## config.mk

```make
export PLATFORM = sky130hd
export DESIGN_NAME = irq_controller
export DESIGN_NICKNAME = d
export VERILOG_FILES = /design/src/rtl/irq_controller.sv
export SDC_FILE = /design/constraint.sdc
export NUM_CORES = 1
export LEC_CHECK = 0
export BUFFER_PORTS_ARGS = -buffer_cell sky130_fd_sc_hd__buf_2
export CORE_ASPECT_RATIO = 0.75
export CORE_MARGIN = 2
export CORE_UTILIZATION = 45
export DETAILED_ROUTE_END_ITERATION = 16
export PLACE_DENSITY = 0.69
export RECOVER_POWER = 25
export REMOVE_ABC_BUFFERS = 1
export SLEW_MARGIN = 15
export SYNTH_ARGS = -nofsm -noshare
export SYNTH_HDL_FRONTEND = slang
export SYNTH_SLANG_ARGS = --single-unit
```

## constraint.sdc

```tcl
create_clock -name clk -period 2.85 [get_ports clk]
set_input_delay 0.285 -clock clk [delete_from_list [all_inputs] [get_ports clk]]
set_output_delay 0.285 -clock clk [all_outputs]
set_load 0.01 [all_outputs]
```

## src/rtl/irq_controller.sv

```systemverilog
// Interrupt controller: rising-edge pending latch, software mask, priority select, irq/ack/EOI.
// Optional rotating priority when IRQC_ROUND_ROBIN_EN is defined.
module irq_controller #(
  parameter int unsigned NUM_SRC = 8,
  parameter logic [15:0] BASE    = 16'd980
) (
  input  logic               clk,
  input  logic               rst_n,
  input  logic [NUM_SRC-1:0] src,
  input  logic [15:0]        addr,
  input  logic               we,
  input  logic [7:0]         din,
  output logic [7:0]         dout,
  output logic               irq,
  output logic [2:0]         vec,
  input  logic               irq_ack,
  input  logic               eoi
);

  typedef enum logic [1:0] {StIdle, StReq, StSvc} state_e;

  // Internal registers are 8 wide; bits at or above NUM_SRC are forced to zero.
  localparam logic [7:0] ValidMask = 8'((9'd1 << NUM_SRC) - 9'd1);

  state_e      state_q;
  logic [7:0]  src_ext, src_q;
  logic [7:0]  pend_q, pend_d, mask_q, mask_d;
  logic [7:0]  pend_set, pend_clr, elig, vec_oh, stat;
  logic [15:0] offset;
  logic [1:0]  reg_sel;
  logic        hit, wr_pend, wr_mask, wr_cmd;
  logic        ack_take, eoi_any, req_live;
  logic [2:0]  sel, stat_rr;

  always_comb begin
    src_ext              = '0;
    src_ext[NUM_SRC-1:0] = src;
  end

  assign offset  = addr - BASE;
  assign hit     = (addr >= BASE) && (offset < 16'd4);
  assign reg_sel = offset[1:0];
  assign wr_pend = hit && we && (reg_sel == 2'd0);
  assign wr_mask = hit && we && (reg_sel == 2'd1);
  assign wr_cmd  = hit && we && (reg_sel == 2'd3);

  assign vec_oh   = 8'd1 << vec;
  assign ack_take = (state_q == StReq) && irq_ack;
  assign eoi_any  = eoi || (wr_cmd && din[0]);

  // Set beats clear: a fresh edge survives a same-cycle W1C or ack-clear.
  assign pend_set = src_ext & ~src_q;
  assign pend_clr = (wr_pend ? din : 8'd0) | (ack_take ? vec_oh : 8'd0);
  assign pend_d   = ((pend_q & ~pend_clr) | pend_set) & ValidMask;
  assign mask_d   = wr_mask ? (din & ValidMask) : mask_q;

  // Withdrawal looks at next-state PEND/MASK so irq drops on the same edge the write lands.
  assign req_live = |(pend_d & mask_d & vec_oh);
  assign elig     = pend_q & mask_q;

`ifdef IRQC_ROUND_ROBIN_EN
  logic [2:0] rr_q, rr_nxt;
  logic [3:0] vec_inc;

  always_comb begin
    logic [3:0] idx;
    logic       found;
    sel   = '0;
    found = 1'b0;
    idx   = '0;
    for (int i = 0; i < NUM_SRC; i++) begin
      idx = {1'b0, rr_q} + 4'(i);
      if (idx >= 4'(NUM_SRC)) idx = idx - 4'(NUM_SRC);
      if (!found && elig[idx[2:0]]) begin
        sel   = idx[2:0];
        found = 1'b1;
      end
    end
  end

  assign vec_inc = {1'b0, vec} + 4'd1;
  assign rr_nxt  = (vec_inc >= 4'(NUM_SRC)) ? 3'd0 : vec_inc[2:0];

  always_ff @(posedge clk) begin
    if (!rst_n) begin
      rr_q <= '0;
    end else if ((state_q == StSvc) && eoi_any) begin
      rr_q <= rr_nxt;
    end
  end

  assign stat_rr = rr_q;
`else
  always_comb begin
    sel = '0;
    for (int i = NUM_SRC - 1; i >= 0; i--) begin
      if (elig[i]) sel = 3'(i);
    end
  end

  assign stat_rr = 3'd0;
`endif

  assign stat = {(state_q == StSvc), stat_rr, 1'b0, vec};

  always_ff @(posedge clk) begin
    if (!rst_n) begin
      src_q  <= '0;
      pend_q <= '0;
      mask_q <= '0;
    end else begin
      src_q  <= src_ext;
      pend_q <= pend_d;
      mask_q <= mask_d;
    end
  end

  always_ff @(posedge clk) begin
    if (!rst_n) begin
      state_q <= StIdle;
      irq     <= 1'b0;
      vec     <= '0;
    end else begin
      case (state_q)
        StIdle: begin
          if (|elig) begin
            state_q <= StReq;
            irq     <= 1'b1;
            vec     <= sel;
          end
        end
        StReq: begin
          if (irq_ack) begin
            state_q <= StSvc;
            irq     <= 1'b0;
          end else if (!req_live) begin
            state_q <= StIdle;
            irq     <= 1'b0;
          end
        end
        StSvc: begin
          if (eoi_any) state_q <= StIdle;
        end
        default: begin
          state_q <= StIdle;
          irq     <= 1'b0;
        end
      endcase
    end
  end

  // Registered read port; off-window addresses leave dout untouched.
  always_ff @(posedge clk) begin
    if (!rst_n) begin
      dout <= '0;
    end else if (hit) begin
      case (reg_sel)
        2'd0:    dout <= pend_q;
        2'd1:    dout <= mask_q;
        2'd2:    dout <= stat;
        default: dout <= 8'd0;
      endcase
    end
  end

endmodule

```

**Yosys cells after proc, flatten, opt, wreduce, memory -nomap -nowiden**

Index checks and enable logic that the tools add are counted.

- Output and inout bits: 12
- Flip-flop bits (word level): 38
- Input bits: 37
- Logic and storage cells: 65

- Reduce and logical (&&, ||, !) cells: 15
- Multiplexer cells: 21
- Magnitude comparators: 2
- Shift operators: 1
- Add/subtract/negate cells: 1
- Equal/unequal tests: 8
- Bitwise operators: 10

Operator list:

| cell | count |
|---|---|
| bitwise AND 8 bit | 5 |
| two-way mux 3 bit | 8 |
| two-way mux 8 bit | 3 |
| case mux 8 bit (3 select lines) | 1 |
| greater-or-equal comparator 16 x 10 -> 1 bit (second input constant) | 1 |
| < comparator 16 x 3 -> 1 bit (second input constant) | 1 |
| NOT 8 bit | 2 |
| OR 8 bit | 2 |
| OR reduction 8 bit | 2 |
| subtractor 16 x 10 -> 16 bit (second input constant) | 1 |
| two-way mux 2 bit | 4 |
| << shifter 1 x 3 -> 8 bit (first input constant) | 1 |
| logical AND 1 bit | 7 |
| equality test 2 bit (second input constant) | 3 |
| case mux 2 bit (3 select lines) | 1 |
| AND reduction 3 bit | 2 |
| equality test 2 x 1 -> 1 bit (second input constant) | 2 |
| logical NOT 2 bit | 2 |
| two-way mux 1 bit | 3 |
| inequality test 3 bit (second input constant) | 1 |
| case mux 1 bit (3 select lines) | 1 |
| inequality test 2 x 1 -> 1 bit (second input constant) | 1 |
| inequality test 2 bit (second input constant) | 1 |
| AND reduction 2 bit | 1 |
| other kinds (2) | 2 |

**Logic depth before layout (Yosys ltp)**

Gate-level depths: netlist of the first run.

- Depth in word-level cells: 16
- Mapped depth: 9
- Gate-level depth less buffers: 8

**Least setup slack after synthesis of the first run**

OpenSTA, ideal clock, no wires.

- Path kind: input port to flip-flop
- From: in addr[3]
- To: reg irq
- Stages: 9
- Buffers on the path: 1
- Setup slack: 0.725 ns
- Data required time: 2.728 ns
- Setup time: 0.122 ns
- Arrival: 2.003 ns
- Cell sequence: o21ai_1 -> and4_1 -> buf_6 -> o211ai_4 -> mux2i_1 -> a2111oi_2 -> nor4_2 -> a21oi_1 -> a221o_1

- Cells in the longest elaborated chain, start to end: 15
- Elaborated cells on any way between the ends: 18
- Classes of those cells: 1 x add/sub; 2 x order compare; 1 x eq/ne; 2 x mux; 6 x bitwise; 6 x reduce/logical

RTL lines:

| element | line | text |
|---|---|---|
| start: declaration | 10 | `input logic [15:0] addr,` |
| subtractor 16 x 10 -> 16 bit | 40 | `assign offset = addr - BASE;` |
| < comparator 16 x 3 -> 1 bit | 41 | `assign hit = (addr >= BASE) && (offset < 16'd4);` |
| logical AND 1 bit * | 41 |  |
| logical AND 1 bit * | 43, 44 |  |
| logical AND 1 bit | 43 | `assign wr_pend = hit && we && (reg_sel == 2'd0);` |
| two-way mux 8 bit | 53 | `assign pend_clr = (wr_pend ? din : 8'd0) \| (ack_take ? vec_oh : 8'd0);` |
| OR 8 bit | 53 |  |
| NOT 8 bit | 54 | `assign pend_d = ((pend_q & ~pend_clr) \| pend_set) & ValidMask;` |
| bitwise AND 8 bit | 54 |  |
| OR 8 bit | 54 |  |
| bitwise AND 8 bit * (2 in series) | 58 | `assign req_live = \|(pend_d & mask_d & vec_oh);` |
| OR reduction 8 bit * | 58 |  |
| inequality test 3 bit (no line) * | - |  |
| AND reduction 3 bit (no line) * | - |  |
| end signal: assignment | 121 | `irq <= 1'b0;` |
| end signal: assignment | 128 | `irq <= 1'b1;` |
| end signal: assignment | 135 | `irq <= 1'b0;` |
| end: declaration | 14 | `output logic irq,` |

Mark *: on every way between the ends. The rest lies on a longest branch, timed or not.
A chain may end at the register's enable or synchronous reset.

**Worst setup path after layout of the first run**

- From: reg state_q[0]
- To: reg irq

- Cells in the longest elaborated chain, start to end: 12
- Elaborated cells on any way between the ends: 17
- Classes of those cells: 4 x eq/ne; 2 x mux; 7 x bitwise; 4 x reduce/logical

RTL lines:

| element | line | text |
|---|---|---|
| start: declaration | 25 | `state_e state_q;` |
| start signal: assignment | 120 | `state_q <= StIdle;` |
| start signal: assignment | 127 | `state_q <= StReq;` |
| start signal: assignment | 134 | `state_q <= StSvc;` |
| equality test 2 x 1 -> 1 bit | 48, 124 |  |
| logical AND 1 bit | 48 | `assign ack_take = (state_q == StReq) && irq_ack;` |
| two-way mux 8 bit | 53 |  |
| OR 8 bit | 53 |  |
| NOT 8 bit | 54 |  |
| bitwise AND 8 bit | 54 |  |
| OR 8 bit | 54 |  |
| bitwise AND 8 bit (2 in series) | 58 |  |
| OR reduction 8 bit | 58 |  |
| inequality test 3 bit (no line) | - |  |
| AND reduction 3 bit (no line) | - |  |

Parallel ways exist; a longest one is shown, timed or not.

==> results of run 1 <==
-- Yosys cell counts, types with 6 or more instances --
| cell type | instances | area share (%) |
|---|---|---|
| a21oi_1 | 15 | 3.7 |
| and2_1 | 9 | 2.8 |
| dfxtp_1 | 38 | 38 |
| inv_1 | 12 | 2.2 |
| mux2i_1 | 15 | 7.5 |
| nand2_1 | 11 | 2.1 |
| nand2b_1 | 7 | 2.2 |
| nor2_1 | 7 | 1.3 |
| nor2b_1 | 16 | 5.0 |
| nor4_1 | 6 | 1.9 |
-- flip-flops by register name, summed over array words and instances (netlist names) --
register	cells
dout	8
state_q	2
pend_q	8
mask_q	8
vec	3
irq	1
src_q	8
-- worst max path at each step --
| stage | start | to | slack [ps] | cells past startpoint |
|---|---|---|---|---|
| after floorplan | vec[2] | irq | 690 | 8 |
| after global placement | addr[8] | irq | 440 | 9 |
| after detailed placement | addr[8] | irq | 360 | 9 |
| after CTS | state_q[0] | irq | 470 | 8 |
| after global routing | state_q[0] | irq | 340 | 8 |
| final | state_q[0] | irq | 460 | 8 |
-- power groups by stage --
stage	Sequential, mW	Clock, mW	Combinational, mW
CTS	0.559	0.474	0.106
global placement	0.571	0	0.104
global route	0.561	0.503	0.116
finish	0.559	0.468	0.106
detailed placement	0.571	0	0.105
floorplan	0.566	0	0.0537
-- routing by layer --
metal	wire [µm]	share of wire [%]	vias up
met4	53	1.1	0
met1	2530	50	846
met3	434	8.7	7
met2	2000	40	67
li1	-	-	912
met5	0	0	-
-- kinds of logic (layout without fill, tap and decap cells) --
group | count (synthesis) | in the layout | share of synthesized area, %
multiplexers | 15 | 15 | 7.46
AO/OA/AOI/OAI | 65 | 65 | 25.2
buffers and inverters | 21 | 70 | 4.42
flip-flops | 38 | 38 | 37.8
AND/OR/NAND/NOR | 81 | 81 | 25.1
-- area by class of cell --
class,instances,area (µm²),area share (%)
repair buffers,51,256,10.6
well taps,57,71.3,2.96
clock buffers,6,82.6,3.43
clock inverters,1,30.0,1.25
inverters,12,45.0,1.87
flip-flops and latches,38,761,31.6
multi-input cells,161,1160,48.3
-- stage by stage --
| step | instances | worst slack, ps | util (%) |
|---|---|---|---|
| 3_3_place_gp | 319 | 436 | 52.5 |
| 2_1_floorplan | 211 | 695 | - |
| 4_1_cts | 326 | 465 | 55.0 |
| 3_5_place_dp | 319 | 361 | 52.5 |
| 6_report | 326 | 463 | 54.9 |
| 5_1_grt | 326 | 344 | 54.9 |
-- critical path: cells and delay by family (launching register included) --
family,cells,cell delay (ps)
flip-flops,1,550
AND/OR/NAND/NOR,3,600
AO/OA/AOI/OAI,5,1130
-- placed cells by master (no fill, tap or decap), types with 5 or more instances in the layout --
cell type,instances
nor3_1,5
nand2_1,11
a21boi_0,5
nand2b_1,7
a21oi_1,15
buf_2,43
inv_1,12
nor2b_1,16
and2_1,6
nor4_1,6
o31ai_1,5
mux2i_1,15
clkbuf_1,5
dfxtp_1,38
clkbuf_8,6
nor2_1,7
==> flow_metrics.tcl, run 1 <==
set metrics [dict create \
    crit_chain "nand3b_4, o41ai_1, o22ai_1, a21oi_1, nor4b_1, nor4_1, a21oi_1, a221o_1" \
    power.clock.fraction_pct 41.3 \
    io_buffers 48 \
    grt_overflow 0 \
    whs_endpoint "src_q[6]" \
    num_vias 1832 \
    r2r_slack_ps 460 \
    cts-root-buf "clkbuf_8" \
    use_met3_pct 4.62 \
    areaGrowthSynthToFinish_pct 19.7 \
    r2r_start "state_q[0]" \
    placed_cell_area_um2 2300 \
    fin_tns_setup_ps 0 \
    clockBufferDepth 2 \
    hold_buffers 0 \
    tightestPinTransition_ps 1470 \
    post-route-drc-count 0 \
    vias_per_cell 5.62 \
    core-area_um2 4390 \
    path_max_fanout 9 \
    top_level_ports 49 \
    met2_usage_pct 29.4 \
    drv_slew 0 \
    ir_drop_v 0.000227 \
    dp_hpwl_mm 3.82 \
    clock_latency_ps 290 \
    post_cts_buffers 0 \
    start_util_pct 45.9 \
    nets 306 \
    p_int_mw 0.877 \
    hp-start "src[6]" \
    fin_crit_sh_pct 83.8 \
    slowest_delay_ps 550 \
    arrival_ps 2570 \
    combPwrFrac_pct 9.4 \
    ys_ff_latch 38 \
    cts-buffers-inserted 5 \
    routabilityCongestion 0.870 \
    grt_max_degree 41 \
    synth_warnings 0 \
    synth_cell_type_count 54 \
    syn_inst 220 \
    drt_wl_total_mm 5.02 \
    seq_area_frac_synth_pct 37.8 \
    wl_per_cell_um 15.4 \
    fin_skew_ps 6.34 \
    power_mw 1.13 \
    dr.pass1.iters 4 \
    ctsResizeCount 0 \
    worstRegToRegCells 8 \
    ant_nets 0 \
    crit_path_end_kind "register" \
    die_x_um 81.2 \
    clk_pin_slew_ps 70 \
    synth_enable_flop_cells 0 \
    p_seq_share_pct 49.3 \
    num_rows 21 \
    grt.busiest_layer "met1" \
    die_y_um 61.9 \
    track_usage_pct 21.3 \
    outcome "finished clean" \
    power.density_nw_per_um2 470 \
    p_leak_nw 1.09 \
    clock_sinks 38 \
    async_reset_ff_share_pct 0 \
    rsz0062_at_grt "false" \
    required_ps 3030 \
    die_area_um2 5030 \
    slew_headroom_pct 1.97 \
    netlist_area_um2 2010 \
    grt_first_pass_wirelength_mm 7.82 \
    antenna_cells 0 \
    r2r-end "irq" \
    synth_ff_type "dfxtp_1" \
    p_switching_mw 0.256 \
    path_common_cell "a21oi_1" \
    setup_viol 0 \
    slowest_stage "dfxtp_1" \
    design_area_um2 2410 \
    antenna_found_initial 0 \
    path_class "register to register" \
    holdWs_ps 204 \
    p_sw_share_pct 22.6 \
    n_fill_cell 432 \
    grtUsageMet1_pct 33.2 \
    max_freq_mhz 419 \
    avgSynthCellArea_um2 9.15 \
    min_period_ps 2390 \
    layout-drive-gt1-share_pct 23.4 \
    cp-start-kind "register" \
    hold_depth 2 \
    grt_pass1_vias 1556 \
    cap_violations 0 \
    hp-class "input port to register" \
    hold_viol 0 \
    drt_iter0_drc 106 \
    htreeDepth 2 \
    tritoncts "done" \
]
(Power assumes the default switching activity.)
==> inputs of run 2 (changes only) <==
Settings changed: ABC_AREA from default to 1, PLACE_DENSITY 0.69 to 0.68.
Clock period 2.85 ns to 2.3 ns, I/O delays scaled along.
==> run 2 against run 1 <==
  * Clock-buffer cell count did not move
  * Clock skew barely moved
  * Critical path depth increased by 12
  * Synthesized cell count increased by 56%
  * Sequential share of layout area fell by 3.1 points
  * Register-to-register slack got worse by 20 ps
  * Sequential cell count unchanged
  * Worst setup slack got worse by 310 ps
  * Utilization up 3.8 points
  * Critical path type is now input port to register
  * Critical endpoint unchanged
  * Highest routed layer unchanged
==> flow_metrics.tcl, run 2 <==
set metrics [dict create \
    outcome "finished clean" \
    hold_buffers 0 \
    hp-class "input port to register" \
    seq_area_frac_synth_pct 35.1 \
    layout-drive-gt1-share_pct 19.9 \
    cap_violations 0 \
    fin_crit_sh_pct 93.5 \
    path_class "input port to register" \
    yosysTopAreaCell "dfxtp_1" \
    areaGrowthSynthToFinish_pct 23.2 \
    slew_headroom_pct 46.0 \
    yosysMostFrequentCell "nand2_1" \
    clk_pin_slew_ps 80 \
    drt_iter0_drc 204 \
    dr.pass1.iters 7 \
    drv_slew 0 \
    tightestPinTransition_ps 811 \
    synth_warnings 0 \
    antenna_cells 0 \
    nets 444 \
    clockBufferDepth 2 \
    hold_viol 0 \
    drt_wl_total_mm 5.71 \
    top_level_ports 49 \
    synth_enable_flop_cells 0 \
    yosys-top-cells-area "dfxtp_1 (35%), nand2_1 (18%), inv_1 (10%)" \
    crit_path_end_kind "register" \
    routabilityCongestion 0.936 \
    arrival_ps 2310 \
    slowest_stage "nor2_4" \
    grt_max_degree 23 \
    worstRegToRegCells 14 \
    path_common_cell "nand2_1" \
    htreeDepth 2 \
    cts-root-buf "clkbuf_8" \
    hold_depth 3 \
    synth_ff_type "dfxtp_1" \
    num_rows 21 \
    io_buffers 48 \
    netlist.area_leader.share_pct 35.1 \
    path_max_fanout 8 \
    max_freq_mhz 465 \
    clock_sinks 38 \
    final_cells 465 \
    power.density_nw_per_um2 506 \
    start_util_pct 47.6 \
    n_fill_cell 478 \
    setup_viol 0 \
    synth_cell_type_count 32 \
    final_common_cell "nand2_1" \
    fin_skew_ps 6.67 \
    tritoncts "done" \
    min_period_ps 2150 \
    die_area_um2 5390 \
    crit_chain "buf_2, nand2_1, nor2_4, nand2_4, a21oi_1, nand2_1, nor2_4, nand4_1, nor2_4, nand2_1, nand2_1, nand2_1, nand2_1, nand2_1, nor2_1, nand2_1, nand2_2, nand2_1, nand2_1, a21oi_2" \
    grt_pass1_vias 2041 \
    seqCellArea_um2 761 \
    async_reset_ff_share_pct 0 \
    wl_per_cell_um 12.3 \
    ir_drop_v 0.000383 \
    num_vias 2349 \
    netlist_area_um2 2160 \
    clock_latency_ps 300 \
    avgSynthCellArea_um2 6.31 \
    p_leak_nw 1.39 \
    cts-buffers-inserted 5 \
    core-area_um2 4550 \
    final_cell_mix "nand2_1 (105), inv_1 (59), buf_2 (43)" \
    grt_first_pass_wirelength_mm 9.65 \
    rsz0062_at_grt "false" \
    slowest_delay_ps 290 \
    ant_nets 0 \
    synthTopCellsByCount "nand2_1 (106), inv_1 (60), nor2_1 (43)" \
    post-route-drc-count 0 \
    required_ps 2460 \
    syn_inst 343 \
    antenna_found_initial 0 \
    die_x_um 84.1 \
    multi_input_area_um2 1180 \
    vias_per_cell 5.05 \
    holdWs_ps 123 \
    grt_overflow 0 \
    track_usage_pct 22.5 \
    die_y_um 64.1 \
    cp-start-kind "input port" \
    ys_ff_latch 38 \
    place_inst 456 \
    dp_hpwl_mm 4.32 \
]
[run 2: cell count changes after synthesis, moves of 9 or more]
cell,change
nor2b_1,-16
nor2_1,+36
and2_1,-9
inv_1,+48
mux2i_1,-15
nand2_1,+95
nand3_1,+17
[run 2: worst max-delay path, delay by kind of cell]
| kind | cells | cell delay [ps] |
|---|---|---|
| buffers and inverters | 1 | 80 |
| AOI/OAI and AO/OA | 2 | 180 |
| and+or+nand+nor | 17 | 1800 |
[run 2: final timing paths]
kind / to / from / slack (ps)
worst max-delay path: irq / addr[7] / 150
worst min-delay path: src_q[4] / src[4] / 120
worst max register to register: irq / state_q[1] / 440
worst min register to register: dout[6] / dout[6] / 450
[run 2: per-layer routing]
layer	GRT usage [%]	share of wire, %	up-vias
met4	6.45	1.3	0
met5	0	0	-
met3	6.72	10	13
li1	-	-	1205
met1	33.4	49	1026
met2	31.2	40	105
[run 2: power breakdown]
group	internal, mW	switching (mW)	total, mW
Clock	0.241	0.251	0.492
Sequential	0.676	0.00917	0.685
Combinational	0.0725	0.0989	0.171
Total	0.990	0.359	1.35
[run 2: cells by family (layout without fill, tap and decap cells)]
group,after synthesis,after routing,synth area share [%]
flip-flops,38,38,35.1
buffers and inverters,65,130,11.3
AND/OR/NAND/NOR,187,187,38.2
AO/OA/AOI/OAI,53,53,15.4
[run 2: per-stage QoR]
| step | worst slack [ps] | power, mW | utilization [%] | setup TNS (ps) | area (µm²) |
|---|---|---|---|---|---|
| global placement | -33.7 | 0.864 | 56.1 | -33.7 | 2550 |
| global route | 2.44 | 1.41 | 58.7 | 0 | 2670 |
| finish | 149 | 1.35 | 58.7 | 0 | 2670 |
| CTS | 216 | 1.35 | 58.2 | 0 | 2650 |
| floorplan | 333 | 0.784 | - | 0 | 2150 |
| detailed placement | -90.5 | 0.866 | 56.1 | -96.3 | 2550 |
[run 2: what timing repair did]
item                                    4_1_cts  5_1_grt
endpoints found under the setup margin        0        1
gates resized for setup                       0        6
setup buffers                                 0        1
[run 2: layout make-up]
cell class,count,share of cell area [%]
multi-input combinational,240,44.2
sequential,38,28.5
timing repair buffer,61,12.4
inverter,61,8.58
clock buffer,6,3.10
tap,57,2.67
clock inverter,2,0.469
